## src/rtl/spi_sched_pkg.sv

```systemverilog
// Shared types and widths for the SPI transfer scheduler.
// The FSM state encoding and the setup/hold counter width live here.
package spi_sched_pkg;

    localparam int CNT_W = 8;

    typedef enum logic [2:0] {
        ST_IDLE,
        ST_SETUP,
        ST_LOAD,
        ST_GO,
        ST_WAIT,
        ST_HOLD,
        ST_GAP
    } state_t;

endpackage

```

## src/rtl/spi_xfer_sched_if.sv

```systemverilog
// Requester handshakes plus the spi_master core hookup for the transfer scheduler.
// The master modport is the scheduler side; the slave modport is the requesters and core.
interface spi_xfer_sched_if #(
    parameter int NREQ = 2,
    parameter int DW   = 8,
    parameter int LENW = 4
);
    logic [NREQ-1:0]      req_valid;
    logic [NREQ*LENW-1:0] req_len;
    logic [NREQ-1:0]      req_ready;
    logic [NREQ*DW-1:0]   tx_data;
    logic [NREQ-1:0]      tx_valid;
    logic [NREQ-1:0]      tx_ready;
    logic [DW-1:0]        rx_data;
    logic [NREQ-1:0]      rx_valid;
    logic [NREQ-1:0]      xfer_done;
    logic [NREQ-1:0]      ss_n;
    logic                 busy;
    logic                 spi_go;
    logic [DW-1:0]        spi_datai;
    logic [DW-1:0]        spi_datao;
    logic                 spi_busy;
    logic                 spi_done;

    modport master (
        input  req_valid, req_len, tx_data, tx_valid, spi_datao, spi_busy, spi_done,
        output req_ready, tx_ready, rx_data, rx_valid, xfer_done, ss_n, busy, spi_go, spi_datai
    );

    modport slave (
        output req_valid, req_len, tx_data, tx_valid, spi_datao, spi_busy, spi_done,
        input  req_ready, tx_ready, rx_data, rx_valid, xfer_done, ss_n, busy, spi_go, spi_datai
    );

endinterface

```

## src/rtl/spi_rr_arbiter.sv

```systemverilog
// Combinational round-robin pick: first requester at or after ptr, wrapping modulo NREQ.
module spi_rr_arbiter #(
    parameter int NREQ = 2
) (
    input  logic [NREQ-1:0]         req,
    input  logic [$clog2(NREQ)-1:0] ptr,
    output logic [NREQ-1:0]         grant,
    output logic [$clog2(NREQ)-1:0] idx,
    output logic                    found
);
    localparam int IW = $clog2(NREQ);

    // NOTE: every output gets a default before the loop so no path leaves a latch behind.
    always_comb begin
        grant = '0;
        idx   = '0;
        found = 1'b0;
        for (int k = 0; k < NREQ; k++) begin
            if (!found && req[(int'(ptr) + k) % NREQ]) begin
                found                           = 1'b1;
                idx                             = IW'((int'(ptr) + k) % NREQ);
                grant[(int'(ptr) + k) % NREQ]   = 1'b1;
            end
        end
    end

endmodule

```

## src/rtl/spi_xfer_sched.sv

```systemverilog
// Round-robin scheduler sharing one spi_master core between NREQ burst requesters.
// Owns the per-requester slave selects and streams each burst word by word through the core.
module spi_xfer_sched
    import spi_sched_pkg::*;
#(
    parameter int NREQ     = 2,
    parameter int DW       = 8,
    parameter int LENW     = 4,
    parameter int CS_SETUP = 2,
    parameter int CS_HOLD  = 2
) (
    input logic              clk,
    input logic              rst,
    spi_xfer_sched_if.master bus
);
    localparam int IW = $clog2(NREQ);

    state_t            state_q, state_d;
    logic [IW-1:0]     owner_q, ptr_q, gnt_idx;
    logic [NREQ-1:0]   gnt_vec;
    logic              gnt_found;
    logic [LENW-1:0]   words_q;
    logic [CNT_W-1:0]  cnt_q;
    logic              cnt_last;
    logic [NREQ-1:0]   ss_n_q, rx_valid_q, xfer_done_q;
    logic [DW-1:0]     rx_data_q, datai_q;
    logic              own_tx_valid;
    logic [DW-1:0]     own_tx_data;
    logic [NREQ-1:0]   req_ready_c, tx_ready_c;
    logic              spi_go_c, busy_c;

    spi_rr_arbiter #(.NREQ(NREQ)) u_arb (
        .req   (bus.req_valid),
        .ptr   (ptr_q),
        .grant (gnt_vec),
        .idx   (gnt_idx),
        .found (gnt_found)
    );

    assign own_tx_valid = bus.tx_valid[owner_q];
    assign own_tx_data  = bus.tx_data[int'(owner_q)*DW +: DW];
    // Setup/hold/gap counters all finish on the cycle they hold 1 (or 0 when configured as 0).
    assign cnt_last     = (cnt_q <= CNT_W'(1));

    // NOTE: sequential state uses non-blocking assignments so every register updates from pre-edge values.
    always_ff @(posedge clk) begin
        if (rst) state_q <= ST_IDLE;
        else     state_q <= state_d;
    end

    always_comb begin
        state_d = state_q;
        case (state_q)
            ST_IDLE:  if (gnt_found)    state_d = (CS_SETUP == 0) ? ST_LOAD : ST_SETUP;
            ST_SETUP: if (cnt_last)     state_d = ST_LOAD;
            ST_LOAD:  if (own_tx_valid) state_d = ST_GO;
            ST_GO:    if (bus.spi_busy) state_d = ST_WAIT;
            ST_WAIT:  if (bus.spi_done) state_d = (words_q == '0) ? ST_HOLD : ST_LOAD;
            ST_HOLD:  if (cnt_last)     state_d = ST_GAP;
            ST_GAP:   if (cnt_last)     state_d = ST_IDLE;
            default:                    state_d = ST_IDLE;
        endcase
    end

    always_comb begin
        req_ready_c = '0;
        tx_ready_c  = '0;
        spi_go_c    = 1'b0;
        busy_c      = (state_q != ST_IDLE);
        case (state_q)
            ST_IDLE: req_ready_c = gnt_vec;
            ST_LOAD: tx_ready_c[owner_q] = own_tx_valid;
            ST_GO:   spi_go_c = 1'b1;
            default: ;
        endcase
    end

    always_ff @(posedge clk) begin
        if (rst) begin
            owner_q     <= '0;
            ptr_q       <= '0;
            words_q     <= '0;
            cnt_q       <= '0;
            ss_n_q      <= '1;
            rx_valid_q  <= '0;
            xfer_done_q <= '0;
            rx_data_q   <= '0;
            datai_q     <= '0;
        end else begin
            rx_valid_q  <= '0;
            xfer_done_q <= '0;
            case (state_q)
                ST_IDLE: if (gnt_found) begin
                    owner_q <= gnt_idx;
                    ptr_q   <= (int'(gnt_idx) == NREQ-1) ? '0 : gnt_idx + IW'(1);
                    words_q <= bus.req_len[int'(gnt_idx)*LENW +: LENW];
                    ss_n_q  <= ~gnt_vec;
                    cnt_q   <= CNT_W'(CS_SETUP);
                end
                ST_SETUP: cnt_q <= cnt_q - CNT_W'(1);
                ST_LOAD:  if (own_tx_valid) datai_q <= own_tx_data;
                ST_WAIT: if (bus.spi_done) begin
                    rx_data_q           <= bus.spi_datao;
                    rx_valid_q[owner_q] <= 1'b1;
                    if (words_q == '0) cnt_q   <= CNT_W'(CS_HOLD);
                    else               words_q <= words_q - LENW'(1);
                end
                ST_HOLD: begin
                    if (cnt_last) begin
                        ss_n_q               <= '1;
                        xfer_done_q[owner_q] <= 1'b1;
                        cnt_q                <= CNT_W'(CS_HOLD);
                    end else begin
                        cnt_q <= cnt_q - CNT_W'(1);
                    end
                end
                ST_GAP:  cnt_q <= cnt_q - CNT_W'(1);
                default: ;
            endcase
        end
    end

    assign bus.req_ready = req_ready_c;
    assign bus.tx_ready  = tx_ready_c;
    assign bus.spi_go    = spi_go_c;
    assign bus.busy      = busy_c;
    assign bus.ss_n      = ss_n_q;
    assign bus.rx_valid  = rx_valid_q;
    assign bus.xfer_done = xfer_done_q;
    assign bus.rx_data   = rx_data_q;
    assign bus.spi_datai = datai_q;

endmodule
```

## src/flat_wrapper.sv

```systemverilog
// flat-port wrapper written by rule: the top's interface ports become plain ports
module spi_xfer_sched_flat import spi_sched_pkg::*;
#(
    parameter int NREQ     = 2,
    parameter int DW       = 8,
    parameter int LENW     = 4,
    parameter int CS_SETUP = 2,
    parameter int CS_HOLD  = 2
)
  (clk, rst, bus_req_valid, bus_req_len, bus_tx_data, bus_tx_valid, bus_spi_datao, bus_spi_busy, bus_spi_done, bus_req_ready, bus_tx_ready, bus_rx_data, bus_rx_valid, bus_xfer_done, bus_ss_n, bus_busy, bus_spi_go, bus_spi_datai);
  spi_xfer_sched_if #(.NREQ(NREQ), .DW(DW), .LENW(LENW)) bus_i ();
  input logic clk;
  input logic rst;
  input wire logic [$bits(bus_i.req_valid)-1:0] bus_req_valid;
  input wire logic [$bits(bus_i.req_len)-1:0] bus_req_len;
  input wire logic [$bits(bus_i.tx_data)-1:0] bus_tx_data;
  input wire logic [$bits(bus_i.tx_valid)-1:0] bus_tx_valid;
  input wire logic [$bits(bus_i.spi_datao)-1:0] bus_spi_datao;
  input wire logic [$bits(bus_i.spi_busy)-1:0] bus_spi_busy;
  input wire logic [$bits(bus_i.spi_done)-1:0] bus_spi_done;
  output wire logic [$bits(bus_i.req_ready)-1:0] bus_req_ready;
  output wire logic [$bits(bus_i.tx_ready)-1:0] bus_tx_ready;
  output wire logic [$bits(bus_i.rx_data)-1:0] bus_rx_data;
  output wire logic [$bits(bus_i.rx_valid)-1:0] bus_rx_valid;
  output wire logic [$bits(bus_i.xfer_done)-1:0] bus_xfer_done;
  output wire logic [$bits(bus_i.ss_n)-1:0] bus_ss_n;
  output wire logic [$bits(bus_i.busy)-1:0] bus_busy;
  output wire logic [$bits(bus_i.spi_go)-1:0] bus_spi_go;
  output wire logic [$bits(bus_i.spi_datai)-1:0] bus_spi_datai;
  assign bus_i.req_valid = bus_req_valid;
  assign bus_i.req_len = bus_req_len;
  assign bus_i.tx_data = bus_tx_data;
  assign bus_i.tx_valid = bus_tx_valid;
  assign bus_i.spi_datao = bus_spi_datao;
  assign bus_i.spi_busy = bus_spi_busy;
  assign bus_i.spi_done = bus_spi_done;
  assign bus_req_ready = bus_i.req_ready;
  assign bus_tx_ready = bus_i.tx_ready;
  assign bus_rx_data = bus_i.rx_data;
  assign bus_rx_valid = bus_i.rx_valid;
  assign bus_xfer_done = bus_i.xfer_done;
  assign bus_ss_n = bus_i.ss_n;
  assign bus_busy = bus_i.busy;
  assign bus_spi_go = bus_i.spi_go;
  assign bus_spi_datai = bus_i.spi_datai;
  spi_xfer_sched #(.NREQ(NREQ), .DW(DW), .LENW(LENW), .CS_SETUP(CS_SETUP), .CS_HOLD(CS_HOLD)) u_core (.clk(clk), .rst(rst), .bus(bus_i));
endmodule
```

## config.mk

```make
export PLATFORM = sky130hd
export DESIGN_NAME = spi_xfer_sched_flat
export DESIGN_NICKNAME = d
export VERILOG_FILES = /design/src/rtl/spi_sched_pkg.sv /design/src/rtl/spi_xfer_sched_if.sv /design/src/rtl/spi_rr_arbiter.sv /design/src/rtl/spi_xfer_sched.sv /design/src/flat_wrapper.sv
export SDC_FILE = /design/constraint.sdc
export NUM_CORES = 1
export LEC_CHECK = 0
export ABC_AREA = 0
export BUFFER_PORTS_ARGS = -buffer_cell sky130_fd_sc_hd__clkbuf_2
export CORE_ASPECT_RATIO = 1.25
export CORE_UTILIZATION = 45
export CTS_CLUSTER_DIAMETER = 200
export DETAILED_ROUTE_END_ITERATION = 8
export HOLD_SLACK_MARGIN = 0.03
export PLACE_DENSITY = 0.8
export REMOVE_ABC_BUFFERS = 1
export SETUP_SLACK_MARGIN = 0.2
export SYNTH_ARGS = -nofsm -noshare
export SYNTH_HDL_FRONTEND = slang
export SYNTH_SLANG_ARGS = --single-unit
```

## constraint.sdc

```tcl
create_clock -name clk -period 1.8 [get_ports clk]
set_clock_uncertainty 0.05 [all_clocks]
set_input_delay 0.18 -clock clk [delete_from_list [all_inputs] [get_ports clk]]
set_output_delay 0.18 -clock clk [all_outputs]
set_load 0.005 [all_outputs]
```

After elaboration in Yosys (flattened, before gate mapping) --
Index checks and enable logic that the tools add are counted.
Storage, ports and cells: input port bits 40, register bits after elaboration 39, output and inout bits 28, word-level logic and storage cells 111
Cells by class: bitwise operators 8, shifts and indexed selects 2, equality and inequality tests 15, $add $sub $neg 4, reductions and logical operators 21, $lt $le $gt $ge 7, muxes and demuxes 44
Operators by type and width (count):
- 2-to-1 mux 8 bit | 4
- case mux 8 bit (4 select lines) | 1
- 2-to-1 mux 3 bit | 8
- case mux 3 bit (7 select lines) | 1
- 2-to-1 mux 1 bit | 16
- indexed part select 16 x 5 -> 8 bit | 1
- 2-to-1 mux 2 bit | 6
- 2-to-1 mux 4 bit | 3
- inequality test 2 x 1 -> 1 bit (second input constant) | 6
- equality test 3 bit (second input constant) | 3
- less-or-equal comparator 8 x 1 -> 1 bit (second input constant) | 1
- case mux 4 bit (2 select lines) | 1
- AND reduction 4 bit | 2
- indexed part select 8 x 4 -> 4 bit | 1
- subtractor 8 x 1 -> 8 bit (second input constant) | 1
- AND reduction 7 bit | 1
- equality test 3 x 2 -> 1 bit (second input constant) | 2
- inequality test 2 bit (second input constant) | 3
- AND reduction 2 bit | 3
- OR reduction 3 bit | 2
- logical AND 1 bit | 4
- zero test 4 bit | 1
- < comparator 1 x 2 -> 1 bit (second input constant) | 2
- NOT 1 bit | 4
- 19 further kinds | 24

Logic depth before layout (Yosys ltp) --
depth after elaboration 11, mapped depth 7, depth with buffers taken out 7

Cells and area by module --
Synthesis repeated with hierarchy kept, for this count alone.
Unflattened totals: cell total of the unflattened synthesis 234, area total of the unflattened synthesis 1981.9 sq um
By module, submodules not included:
- spi_xfer_sched | cells each 229, area an instance 1949.4 sq um, times used 1
- spi_rr_arbiter | cells each 5, area an instance 32.5 sq um, times used 1

Worst setup path after synthesis --
OpenSTA, ideal clock, no wires.
path type register -> register, start point register u_core.cnt_q[0], end point register u_core.state_q[1], required time 1654 ps, cell stages (with the launch flop) 7, slack 107 ps, arrival 1547 ps, cell sequence dfxtp_1 inv_1 ha_1 o2111ai_1 a221o_1 o21bai_4 o41ai_2
On the way: longest elaborated chain between the ends 3
Ends and longest elaborated chain:
- start, declared | RTL line spi_xfer_sched.sv:23 | logic [CNT_W-1:0] cnt_q;
- start signal, assigned | RTL line spi_xfer_sched.sv:98 | cnt_q <= CNT_W'(CS_SETUP);
- start signal, assigned | RTL line spi_xfer_sched.sv:100 | ST_SETUP: cnt_q <= cnt_q - CNT_W'(1);
- start signal, assigned | RTL line spi_xfer_sched.sv:105 | if (words_q == '0) cnt_q <= CNT_W'(CS_HOLD);
- less-or-equal comparator 8 x 1 -> 1 bit (*) | RTL line spi_xfer_sched.sv:43 | assign cnt_last = (cnt_q <= CNT_W'(1));
- inequality test 2 x 1 -> 1 bit (no source line)
- AND reduction 7 bit (no source line) (*)
- end signal, assigned | RTL line spi_xfer_sched.sv:48 | else state_q <= state_d;
- end, declared | RTL line spi_xfer_sched.sv:18 | state_t state_q, state_d;
Every way passes the cells marked *; elsewhere a longest branch is shown, timed or not. A chain may end at the register's enable or synchronous reset.

Worst setup path after layout --
start point register u_core.state_q[2], end point output bus_req_ready[0]
On the way: longest elaborated chain between the ends 2
Ends and longest elaborated chain:
- zero test 3 bit | RTL line spi_xfer_sched.sv:70 | case (state_q)
- 2-to-1 mux 2 bit | RTL line spi_xfer_sched.sv:70
- end, declared | RTL line flat_wrapper.sv:21 | output wire logic [$bits(bus_i.req_ready)-1:0] bus_req_ready;
No other way between the ends.

==> impl_metrics.tcl <==
set metrics [dict create \
    swShare 0.379 \
    p_clk_frac 0.171 \
    cts.htree.levels 2 \
    path_clk_slew_ns 0.08 \
    synth_edf_count 0 \
    rrSetupSlack_ns 0.12 \
    tightest_slew_ns 0.349 \
    finalSetupViolCount 0 \
    p_per_area_mw_per_mm2 1510 \
    dr.pass1.iters 5 \
    post-route-util 0.695 \
    pre_cts_ws_ns 0.0121 \
    vias 2150 \
    fin_crit_sh 0.958 \
    drc 0 \
    max-slew-margin-rel 0.767 \
    antenna_left 0 \
    cts_tree "done" \
    start_kind "register" \
    drt-initial-drc-count 171 \
    die_x_um 61 \
    worst-r2r-cell-count 7 \
    insertion_delay_ns 0.29 \
    grt_pass1_vias 1838 \
    p_comb_frac 0.525 \
    hold_depth 3 \
    antenna_found_initial 0 \
    io_pins 68 \
    layout_setup_ws_ns 0.0759 \
    area_growth_pct 46.7 \
    yosysSeqAreaShare 0.399 \
    globalRouteOverflowTotal 0 \
    hold_viol_final 0 \
    coreArea_mm2 0.00413 \
    fp.dieH_um 75.8 \
    numCtsBuffers 5 \
    critPathKind "reg2out" \
    min_from "bus_spi_datao[3]" \
    drt-total-wl_mm 5.63 \
    synthCells 240 \
    synthFlopType "dfxtp_1" \
    tns_ns 0 \
    power.total_mw 4.33 \
    rows 26 \
    dp_hpwl_mm 3.73 \
    fin_crit_ns 1.72 \
    syn_avg_cell_area_um2 8.16 \
    grt_pass1_wl_mm 8.11 \
    internal_power_mw 2.69 \
    rsz0062_at_grt "true" \
    maxCapViolations 0 \
    synth_seq_cells 39 \
    max_freq_mhz 580 \
    async_reset_ff_frac 0 \
    reg2reg_from "u_core.cnt_q[1]" \
    min_to "u_core.bus.rx_data[3]" \
    yosysWarningCount 0 \
    final_common_cell "clkbuf_2" \
    p_leak_nw 1.25 \
    start_util 0.474 \
    synthesis.area_mm2 0.00196 \
    grtUsageTotal 0.236 \
    slew_violations 0 \
    p_seq_frac 0.304 \
    cp.arrival_ns 1.49 \
    crit_required_ns 1.57 \
    outcome "finished clean" \
    fin_area_mm2 0.00287 \
    place_area_mm2 0.00248 \
    end_kind "primary output" \
    p_switching_mw 1.64 \
    synth_cell_types 48 \
    hold_class "in2reg" \
    fin_nets 384 \
    vdd_ir_drop_max_uv 836 \
    place.gp.congestion 0.903 \
    grt_max_degree 19 \
    most-common-layout-cells "clkbuf_2 (67), buf_4 (40), nand2_1 (34), dfxtp_1 (31), nor2_1 (24)" \
    dieArea_mm2 0.00462 \
    root_buffer "clkbuf_8" \
    reg2reg_to "u_core.state_q[0]" \
    wl_per_cell_um 14.2 \
    port_buffers 67 \
    drive_gt1_frac 0.456 \
    path_max_fanout 7 \
    antennaDiodeCount 0 \
    clk_path_buf_depth 2 \
    via_per_inst 5.40 \
    cts_num_sinks 39 \
]
-- stage by stage --
| step | hold slack, ns | cells |
|---|---|---|
| 2_1_floorplan | 0.199 | 227 |
| 3_3_place_gp | 0.355 | 374 |
| 3_5_place_dp | 0.358 | 374 |
| 4_1_cts | 0.0393 | 390 |
| 5_1_grt | 0.0318 | 398 |
| 6_report | 0.0454 | 398 |
-- kinds of logic after synthesis --
family	Yosys count	synth area share
compound gates	65	0.227
fa+ha+maj	3	0.0192
buf+inv	23	0.0511
flops	39	0.399
mux	14	0.0722
simple gates	96	0.231
-- flip-flops by register name, indices dropped and copies added (netlist names) --
signal,cells
u_core.bus.ss_n,2
u_core.state_q,3
u_core.ptr_q,1
u_core.bus.rx_data,8
u_core.bus.xfer_done,2
u_core.owner_q,1
u_core.cnt_q,8
u_core.bus.spi_datai,8
u_core.bus.rx_valid,2
u_core.words_q,4
-- critical path, stage by stage (launching register included) --
cell	delay, ns
dfxtp_4	0.37
buf_4	0.17
nor3_4	0.14
buf_4	0.15
nand2_1	0.07
a21oi_2	0.16
clkbuf_2	0.14
-- final cells by class --
type	instances	area, um^2
repair buffers	107	636
inverters	10	42.5
clock inverters	3	43.8
clock buffers	5	68.8
fillers	322	1260
well taps	56	70.1
multi-input cells	178	1210
flip-flops and latches	39	801
-- per-layer routing --
| layer | vias to the layer above | GRT usage | wire length [um] |
|---|---|---|---|
| met5 | - | 0 | 0 |
| met2 | 94 | 0.411 | 3080 |
| met4 | 0 | 0.111 | 155 |
| met1 | 979 | 0.274 | 2070 |
| li1 | 1059 | - | - |
| met3 | 18 | 0.0475 | 328 |
-- worst max-delay path by stage --
stage / startpoint / end / slack, ns
final: u_core.state_q[2] / bus_req_ready[0] / 0.08
after detailed placement: u_core.words_q[1] / u_core.cnt_q[1] / 0.01
after global routing: u_core.cnt_q[1] / u_core.state_q[1] / 0.01
after floorplan: u_core.state_q[2] / u_core.words_q[2] / -0.16
after CTS: u_core.cnt_q[0] / u_core.state_q[1] / 0.10
after global placement: u_core.words_q[1] / u_core.cnt_q[1] / 0.08
-- power by group through the flow --
stage               combinational (mW)  sequential (mW)  clock (mW)
floorplan                        0.971             1.29           0
global placement                  1.63             1.25           0
detailed placement                1.67             1.26           0
CTS                               1.90             1.27       0.747
global route                      2.49             1.34       0.790
finish                            2.27             1.32       0.740
-- cell usage after synthesis, types with 2 or more instances --
cell       instances  share of area
nand3b_1           2         0.0077
ha_1               3          0.019
o21ai_1            2         0.0051
inv_1              9          0.017
a31oi_1            5          0.016
nand2b_1           3         0.0096
a21oi_1           18          0.046
clkbuf_1           6          0.012
o21ai_0           12          0.031
a211oi_1           9          0.035
nand2_1           34          0.065
mux2i_1           13          0.066
o2111ai_1          2         0.0089
buf_2              4          0.010
a311oi_1           2         0.0089
dfxtp_1           39           0.40
nor4_1             3         0.0096
and3b_1            2         0.0089
nand3_1            5          0.013
nor3_1             6          0.015
nor2_1            30          0.058
nor3b_1            2         0.0077
a32o_1             3          0.015
o211ai_1           2         0.0077
-- repair_timing --
action,CTS,global route
setup endpoints to repair,30,28
resized for setup,22,27
pin swaps,3,7
setup buffers,8,8
hold buffers,0,0
No activity file was read; power rests on OpenSTA's default activity.
